### config.mk
export PLATFORM = sky130hd
export DESIGN_NAME = snitch_icache_perf_counters
export DESIGN_NICKNAME = d
export VERILOG_FILES = /design/src/rtl/snitch_icache_perf_counters_pkg.sv /design/src/rtl/snitch_icache_perf_cnt.sv /design/src/rtl/snitch_icache_perf_counters.sv
export SDC_FILE = /design/constraint.sdc
export NUM_CORES = 2
export LEC_CHECK = 0
export CAP_MARGIN = 20
export CORE_MARGIN = 3
export CORE_UTILIZATION = 50
export DETAILED_ROUTE_END_ITERATION = 8
export PLACE_DENSITY = 0.67
export SKIP_CTS_REPAIR_TIMING = 1
export SYNTH_ARGS = -nofsm -noshare
export SYNTH_HDL_FRONTEND = slang
export SYNTH_SLANG_ARGS = --single-unit
export TNS_END_PERCENT = 20
### constraint.sdc
create_clock -name clk_i -period 4.3 [get_ports clk_i]
set_input_delay 0.43 -clock clk_i [delete_from_list [all_inputs] [get_ports clk_i]]
set_output_delay 0.43 -clock clk_i [all_outputs]
set_load 0.005 [all_outputs]
### src/rtl/snitch_icache_perf_counters_pkg.sv
// Shared types and constants for the instruction-cache performance counter unit.
package snitch_icache_perf_counters_pkg;

  localparam int unsigned NUM_L0_EVENTS = 5;
  localparam int unsigned NUM_L1_EVENTS = 4;

  localparam int unsigned CTRL_EN_BIT     = 0;
  localparam int unsigned CTRL_FREEZE_BIT = 1;
  localparam int unsigned CTRL_CLEAR_BIT  = 2;
  localparam int unsigned CTRL_SAT_BIT    = 3;

  // Field order puts 'miss' at bit 0 so event index e equals bit position e.
  typedef struct packed {
    logic stall;
    logic double_hit;
    logic prefetch;
    logic hit;
    logic miss;
  } icache_l0_events_t;

  typedef struct packed {
    logic handler_stall;
    logic stall;
    logic hit;
    logic miss;
  } icache_l1_events_t;

  typedef struct packed {
    logic sat;
    logic clear;
    logic freeze;
    logic en;
  } perf_ctrl_t;

  // Word address of the L0 counter for a given fetch port and event.
  function automatic int unsigned perf_l0_addr(input int unsigned port, input int unsigned evt);
    return 1 + port * NUM_L0_EVENTS + evt;
  endfunction

  // Word address of an L1 counter; it sits right after all L0 counters.
  function automatic int unsigned perf_l1_addr(input int unsigned nr_ports, input int unsigned evt);
    return 1 + nr_ports * NUM_L0_EVENTS + evt;
  endfunction

endpackage

### src/rtl/snitch_icache_perf_cnt.sv
// A single event counter with a sticky overflow flag, wrap or saturate on overflow.
module snitch_icache_perf_cnt
  import snitch_icache_perf_counters_pkg::*;
#(
  parameter int unsigned CNT_WIDTH = 32
) (
  input  logic                 clk_i,
  input  logic                 rst_ni,
  input  logic                 inc_i,
  input  logic                 load_i,
  input  logic [CNT_WIDTH-1:0] load_val_i,
  input  logic                 clear_i,
  input  logic                 ovf_clr_i,
  input  logic                 sat_i,
  output logic [CNT_WIDTH-1:0] cnt_o,
  output logic                 ovf_o
);

  logic [CNT_WIDTH-1:0] cnt_q, cnt_d;
  logic                 ovf_q, ovf_d;

  // Next state: global clear beats an explicit load, which beats an increment.
  always_comb begin
    cnt_d = cnt_q;
    ovf_d = ovf_q;
    if (clear_i) begin
      cnt_d = '0;
      ovf_d = 1'b0;
    end else if (load_i) begin
      cnt_d = load_val_i;
      ovf_d = 1'b0;
    end else begin
      if (ovf_clr_i) begin
        ovf_d = 1'b0;
      end
      if (inc_i) begin
        if (&cnt_q) begin
          ovf_d = 1'b1;
          cnt_d = sat_i ? cnt_q : '0;
        end else begin
          cnt_d = cnt_q + CNT_WIDTH'(1);
        end
      end
    end
  end

  // Counter and overflow state registers.
  always_ff @(posedge clk_i or negedge rst_ni) begin
    if (!rst_ni) begin
      cnt_q <= '0;
      ovf_q <= 1'b0;
    end else begin
      cnt_q <= cnt_d;
      ovf_q <= ovf_d;
    end
  end

  assign cnt_o = cnt_q;
  assign ovf_o = ovf_q;

endmodule

### src/rtl/snitch_icache_perf_counters.sv
// Memory-mapped performance counters for the instruction cache L0 and L1 events.
module snitch_icache_perf_counters
  import snitch_icache_perf_counters_pkg::*;
#(
  parameter int unsigned NR_FETCH_PORTS   = 2,
  parameter int unsigned CNT_WIDTH        = 32,
  parameter bit          SATURATE_DEFAULT = 1'b0,
  parameter int unsigned ADDR_WIDTH       = 8
) (
  input  logic                                     clk_i,
  input  logic                                     rst_ni,
  input  icache_l0_events_t [NR_FETCH_PORTS-1:0]   l0_events_i,
  input  icache_l1_events_t                        l1_events_i,
  input  logic                                     req_i,
  input  logic                                     we_i,
  input  logic [ADDR_WIDTH-1:0]                    addr_i,
  input  logic [31:0]                              wdata_i,
  output logic                                     gnt_o,
  output logic                                     rvalid_o,
  output logic [31:0]                              rdata_o,
  output logic                                     ovf_irq_o
);

  localparam int unsigned NUM_CNT      = NR_FETCH_PORTS * NUM_L0_EVENTS + NUM_L1_EVENTS;
  localparam int unsigned OVF_CLR_ADDR = NUM_CNT + 1;

  logic [NUM_CNT-1:0]   evtVec, load, ovfClr, ovf;
  logic [CNT_WIDTH-1:0] cnt     [NUM_CNT];
  logic [31:0]          cntWord [NUM_CNT];

  perf_ctrl_t  ctrl_q, ctrl_d;
  logic        wrAccess, ctrlWrite, ovfClrWrite, clearAll, countEn;
  logic        rvalid_q, ovfIrq_q;
  logic [31:0] rdata_q, rdata_d;

  assign evtVec[NR_FETCH_PORTS*NUM_L0_EVENTS-1:0] = l0_events_i;
  assign evtVec[NUM_CNT-1 -: NUM_L1_EVENTS]       = l1_events_i;

  assign wrAccess    = req_i && we_i;
  assign ctrlWrite   = wrAccess && (addr_i == '0);
  assign ovfClrWrite = wrAccess && (addr_i == ADDR_WIDTH'(OVF_CLR_ADDR));
  assign clearAll    = ctrlWrite && wdata_i[CTRL_CLEAR_BIT];
  assign countEn     = ctrl_q.en && !ctrl_q.freeze;

  for (genvar k = 0; k < NUM_CNT; k++) begin : gen_cnt
    assign load[k] = wrAccess && (addr_i == ADDR_WIDTH'(k + 1));

    // Only the first 32 counters have a bit in the OVF_CLR write mask.
    if (k < 32) begin : gen_clr
      assign ovfClr[k] = ovfClrWrite && wdata_i[k];
    end else begin : gen_noclr
      assign ovfClr[k] = 1'b0;
    end

    // At full 32-bit width the count MSB owns bit 31, so ovf is irq-only.
    if (CNT_WIDTH < 32) begin : gen_word_ovf
      assign cntWord[k] = {ovf[k], 31'(cnt[k])};
    end else begin : gen_word_full
      assign cntWord[k] = 32'(cnt[k]);
    end

    snitch_icache_perf_cnt #(
      .CNT_WIDTH (CNT_WIDTH)
    ) u_cnt (
      .clk_i      (clk_i),
      .rst_ni     (rst_ni),
      .inc_i      (countEn && evtVec[k]),
      .load_i     (load[k]),
      .load_val_i (wdata_i[CNT_WIDTH-1:0]),
      .clear_i    (clearAll),
      .ovf_clr_i  (ovfClr[k]),
      .sat_i      (ctrl_q.sat),
      .cnt_o      (cnt[k]),
      .ovf_o      (ovf[k])
    );
  end

  // CTRL update; the clear bit acts as a strobe and is never stored.
  always_comb begin
    ctrl_d = ctrl_q;
    if (ctrlWrite) begin
      ctrl_d.en     = wdata_i[CTRL_EN_BIT];
      ctrl_d.freeze = wdata_i[CTRL_FREEZE_BIT];
      ctrl_d.sat    = wdata_i[CTRL_SAT_BIT];
      ctrl_d.clear  = 1'b0;
    end
  end

  // Read mux over pre-update state; writes and unmapped addresses return 0.
  always_comb begin
    rdata_d = '0;
    if (req_i && !we_i) begin
      if (addr_i == '0) begin
        rdata_d = {28'b0, ctrl_q.sat, 1'b0, ctrl_q.freeze, ctrl_q.en};
      end
      for (int k = 0; k < NUM_CNT; k++) begin
        if (addr_i == ADDR_WIDTH'(k + 1)) begin
          rdata_d = cntWord[k];
        end
      end
    end
  end

  // Control register, registered response port and overflow interrupt.
  always_ff @(posedge clk_i or negedge rst_ni) begin
    if (!rst_ni) begin
      ctrl_q   <= perf_ctrl_t'{sat: SATURATE_DEFAULT, clear: 1'b0, freeze: 1'b0, en: 1'b0};
      rvalid_q <= 1'b0;
      rdata_q  <= '0;
      ovfIrq_q <= 1'b0;
    end else begin
      ctrl_q   <= ctrl_d;
      rvalid_q <= req_i;
      rdata_q  <= rdata_d;
      ovfIrq_q <= |ovf;
    end
  end

  assign gnt_o     = 1'b1;
  assign rvalid_o  = rvalid_q;
  assign rdata_o   = rdata_q;
  assign ovf_irq_o = ovfIrq_q;

endmodule

==> After elaboration in Yosys (flattened, before gate mapping) <==
Cells that the tools add are included.
{ "totals": {"reg_bits": 499, "inputBits": 58, "elab_cells": 314, "out_inout_bits": 35} }
{ "classes": {"eq_ne": 29, "muxes": 143, "n_addsub": 14, "n_reduce_logical": 94} }
{ "op_table": {"columns": ["cell", "count"], "rows": [
  ["$mux W32", 72],
  ["$add A32 B1 Y32 const B", 14],
  ["$reduce_and A32 Y1", 14],
  ["$mux W1", 70],
  ["$eq A8 B4 Y1 const B", 8],
  ["$ne A4 B3 Y1 const B", 14],
  ["$logic_and A1 B1 Y1", 48],
  ["$reduce_bool A3 Y1", 14],
  ["$eq A8 B3 Y1 const B", 4],
  ["$reduce_and A2 Y1", 14],
  ["$eq A8 B2 Y1 const B", 2],
  ["$reduce_or A14 Y1", 1],
  ["$eq A8 B1 Y1 const B", 1],
  ["$logic_not A8 Y1", 1],
  ["$mux W4", 1],
  ["$logic_not A1 Y1", 2]
]} }

==> Longest topological paths before layout <==
{ "logic_depth": {"word_depth": 17, "depth_mapped": 12, "mapped_depth_nobuf": 8} }

==> By module <==
From an unflattened synthesis, not the netlist that was laid out.
{ "hier_totals": {"cells_unflattened": 4847, "hier_area_um2": 40420.0} }
{ "modules_own_cells": {"columns": ["module", "instances", "area_each_um2", "cells_per_inst", "seq_area_each_um2"], "rows": [
  ["snitch_icache_perf_cnt (gen_cnt[0].u_cnt ...)", 13, 2463.6, 285, 825.8],
  ["snitch_icache_perf_counters", 1, 5954.5, 846, 925.9],
  ["snitch_icache_perf_cnt (gen_cnt[9].u_cnt)", 1, 2438.6, 296, 825.8]
]} }

==> Worst setup path before layout <==
No wires, ideal clock.
{ "synth_timing": {"path_type": "input port to flip-flop", "start": "input addr_i[0]", "end": "register gen_cnt[8].u_cnt.cnt_q[13]", "setup_ns": 0.133, "stages": 8, "required_ns": 4.167, "path_slack_ns": 1.805, "arrival_ns": 2.362, "path_cell_list": "buf_2 > or3b_2 > a2111oi_2 > a21oi_1 > o21bai_1 > clkbuf_1 > a32oi_1 > o31ai_1"} }
{ "synth_via": {"elab_chain_cells": 5, "word_cells_on_any_way": 10} }
{ "synth_rtl": {"columns": ["item", "line", "source"], "rows": [
  ["start, declared", "snitch_icache_perf_counters.sv:16", "input logic [ADDR_WIDTH-1:0] addr_i,"],
  ["$logic_not A8 Y1", "snitch_icache_perf_counters.sv:40", "assign ctrlWrite = wrAccess && (addr_i == '0);"],
  ["$logic_and A1 B1 Y1", "snitch_icache_perf_counters.sv:40", null],
  ["$logic_and A1 B1 Y1", "snitch_icache_perf_counters.sv:42", "assign clearAll = ctrlWrite && wdata_i[CTRL_CLEAR_BIT];"],
  ["$ne A4 B3 Y1 (no line) / $reduce_bool A3 Y1 (equally long branches)", null, null],
  ["$reduce_and A2 Y1 (no line)", null, null],
  ["end signal, assigned", "snitch_icache_perf_cnt.sv:53", "cnt_q <= cnt_d;"],
  ["end, declared", "snitch_icache_perf_cnt.sv:19", "logic [CNT_WIDTH-1:0] cnt_q, cnt_d;"]
]} }
Parallel ways exist; a longest one is shown, timed or not.
A chain may end at the register's enable or synchronous reset.

==> Worst setup path in the final report <==
{ "layout_timing": {"start": "register gen_cnt[10].u_cnt.cnt_q[1]", "end": "register gen_cnt[10].u_cnt.cnt_q[5]"} }
{ "layout_via": {"elab_chain_cells": 5, "word_cells_on_any_way": 8} }
{ "layout_rtl": {"columns": ["item", "line", "source"], "rows": [
  ["start, declared", "snitch_icache_perf_cnt.sv:19", null],
  ["start signal, assigned", "snitch_icache_perf_cnt.sv:53", null],
  ["$add A32 B1 Y32 / $reduce_and A32 Y1 (equally long branches)", "snitch_icache_perf_cnt.sv:41, snitch_icache_perf_cnt.sv:37", null],
  ["$mux W32", "snitch_icache_perf_cnt.sv:37", "if (&cnt_q) begin"],
  ["$mux W32", "snitch_icache_perf_cnt.sv:36", "if (inc_i) begin"],
  ["$mux W32", "snitch_icache_perf_cnt.sv:29", "end else if (load_i) begin"],
  ["$mux W32", "snitch_icache_perf_cnt.sv:26", "if (clear_i) begin"]
]} }
Parallel ways exist; a longest one is shown, timed or not. The select of a mux whose other input is x is not followed.

==> summary.txt <==
Timing
  • Worst-Margin Slew: 1.253 ns
  • Final Max Tran Viols: 0
  • Final Skew: roughly 0.030 ns
  • Max_slew headroom: 16.23%
  • Minimum clock period: 3.544 ns
  • Total negative slack: 0 ns
  • Final setup viols: 0
  • Fmax: 282.2 MHz
  • Final worst-path cycle share: 82.41%
  • Final hold vios: 0
  • RSZ-0062 raised after global routing: false

Synthesis
  • FFs w/ async S/R, synth: 100.0%
  • Synth area leader: dfrtp_1
  • Post-synthesis sequential area ratio: 35.32%
  • Cells after Synth: 4586
  • Area fraction of the dominant cell type after synthesis: a little over a third
  • Average size of a mapped cell: 7.709 µm²
  • Ys Warns: 0
  • Area of the mapped netlist: ~35000 µm²
  • Yosys reg bits: 499
  • Post-synth EDFFs: 0
  • Netlist cell types: 105
  • Top cells by area, synth: dfrtp_1 35%, o21ai_0 9.6%, a21oi_1 6.6%, nand2_1 4.9%, nor2_1 4.3%
  • Top FF cell, synth: dfrtp_1
  • Syn Nets: 4658

Clocking
  • TritonCTS clock tree: built
  • CTS clk-pin slew, worst paths: around 0.060 ns
  • Clock sink total: 499
  • Clk buf depth: 3
  • Max H-tree Level: 2
  • CTS Buf Count: 58
  • Clk root buf: clkbuf_16
  • Later-pin clock latency in the skew report: 0.66 ns

Floorplan
  • Die H: 271.9 µm
  • DIE AREA: 73930 µm²
  • I/O Pins: 93
  • Core ar.: just under 70000 µm²
  • Initial Util: 51.01%
  • Die width: 271.9 µm
  • Row count: 96

Drt
  • ANT nets after route: 0
  • Drt first pass iters: 7
  • DRC: 0
  • Routed wire length: 181800 µm
  • DR vias: 40933
  • Via/cell ratio: ~7.3
  • Initial drt markers: between 7000 and 8000
  • Routed len/inst: 32.57 µm

GRT
  • Initial antenna violation count: 18
  • Number of global-route vias before repair: around 36000
  • Tot GR Track Use: 47.72%
  • Grt total ovfl: 0
  • Pin count of the biggest net entering global routing: 108
  • First-pass GRT wire length: 260200 µm

Placed design
  • DP Wirelength: 128100 µm
  • Gpl congestion: 1.090
  • DP Area: 37580 µm²
  • I/O Buffers: slightly above 90

Setup path
  • Critical path class: reg -> reg
  • CP bufs+invs: 0
  • Crit path top cell by count: o21ai_0
  • CP Capture Type: flop
  • Startpoint Class: flop
  • Crit path largest cell delay: ~0.69 ns
  • Crit-path cells: ha_1 -> nand3_1 -> nor4_4 -> nand3_2 -> o21a_1 -> nor3_1 -> o21ai_0 -> o21ai_0
  • CP top delay family: simple AND/OR/NAND/NOR gates
  • Worst EP required: 4.87 ns
  • Max FO, Critical Path: 10
  • Slowest-stage cell, CP: nor3_1
  • Worst endpoint data arrival time: 4.11 ns

Run status
  • Status: finished clean

Finish
  • Synthesis-to-layout area growth: 12.01%
  • Layout cell share with drive strength beyond 1: 8.928%
  • Finished Cell Area: slightly below 40000 µm²
  • Fillers: 6597
  • Net count reported at finish: 4661

Min path
  • Type of the most critical hold path: in -> async

Pwr
  • Max VDD drop: approximately 0.35 mV
  • Cell leakage power: ~15 nW
  • Pwr dens: 299.5 nW/µm²

Job
  • Max Cap Viol: 0
-- stage by stage --
stage	utilization, %	instances	hold slack (ns)	power [W]	setup slack, ns
after global placement	54.18	5456	0.5059	0.006562	0.5080
after global routing	57.09	5569	0.4648	0.01210	0.6768
after floorplan	-	4586	0.1344	0.005757	1.805
after CTS	57.05	5565	-0.1489	0.01177	0.9151
after detailed placement	54.22	5457	0.5089	0.006577	0.5401
final	57.14	5583	0.3896	0.01186	0.7565
-- layer usage --
metal	GRT usage (%)	part of all wire, %
met5	0	0.029
met4	30.90	8.1
met3	15.50	15
met2	64.61	39
met1	64.92	37
-- cell usage after synthesis, types with 51 or more instances --
master and count:
xor2_1 51, a21oi_1 467, and3_1 115, clkbuf_1 225, o21ai_0 676, inv_1 52, o22ai_1 66, buf_2 64
nand3_1 196, nand2_1 457, nor4_1 81, dfrtp_1 499, a22oi_1 79, nor3_1 204, nor2_1 404, nand4_1 118
xnor2_1 61
-- state kept, by name, indices dropped and copies added (netlist names) --
register	count
gen_cnt.u_cnt.cnt_o	448
ovf_irq_o	1
rvalid_o	1
rdata_o	32
ctrl_q	3
gen_cnt.u_cnt.ovf_o	14
-- path summary, 6_finish.rpt --
| kind | depth (start not counted) | startpoint | end | slack [ns] |
|---|---|---|---|---|
| max in group asynchronous | 4 | rst_ni | rdata_o[0] | 2.63 |
| worst max-delay path | 8 | gen_cnt[10].u_cnt.cnt_o[1] | gen_cnt[10].u_cnt.cnt_o[5] | 0.76 |
| worst min register to register | 2 | gen_cnt[1].u_cnt.ovf_o | gen_cnt[1].u_cnt.ovf_o | 0.54 |
| worst max register to register | 8 | gen_cnt[10].u_cnt.cnt_o[1] | gen_cnt[10].u_cnt.cnt_o[5] | 0.76 |
| worst min-delay path | 2 | rst_ni | gen_cnt[5].u_cnt.cnt_o[7] | 0.39 |
| min in group clk_i | 3 | addr_i[0] | rdata_o[23] | 0.48 |
-- power breakdown --
part	switching, W	internal [W]	total [W]
Combinational	0.000877	0.000424	0.00130
Clock	0.00221	0.00306	0.00527
Sequential	0.000423	0.00486	0.00529
Total	0.00351	0.00835	0.0119
-- cells in the final DEF (no fill, tap or decap), drive strengths merged, types with 14 or more instances in the layout --
cell and n:
nor3b 34, a211oi 20, dfrtp 499, a31oi 44
and2 37, nor4 95, nor4b 14, and3 115
o21ai 696, mux2 29, ha 14, and4 41
o31ai 21, clkbuf 95, nor3 207, a21oi 467
xnor2 61, xor2 51, o2bb2ai 18, buf 188
o22ai 66, or2 19, nand4 119, clkdlybuf4s50 80
nand3 197, diode 15, a221oi 33, o211ai 26
nand2 460, nor2b 36, inv 52, mux2i 41
a22oi 79, or3 18, nor2 409
-- kinds of logic after synthesis --
| logic type | Yosys count | share of synthesized area, % |
|---|---|---|
| simple gates | 1843 | 26.44 |
| compound gates | 1654 | 27.57 |
| flops | 499 | 35.32 |
| buf+inv | 381 | 4.534 |
| xor+xnor | 112 | 2.775 |
| mux | 82 | 2.849 |
| fa+ha+maj | 14 | 0.4955 |
| other cells | 1 | 0.01061 |
-- area by class of cell --
class | count | area, µm² | share of cell area, %
clock buffers | 93 | 1787 | 4.512
diodes | 15 | 37.54 | 0.09479
repair buffers | 271 | 2365 | 5.972
inverters | 53 | 198.9 | 0.5024
flip-flops and latches | 499 | 12490 | 31.53
multi-input cells | 3706 | 21380 | 53.99
well taps | 931 | 1165 | 2.942
clock inverters | 15 | 178.9 | 0.4518
No activity file was read; power rests on OpenSTA's default activity.
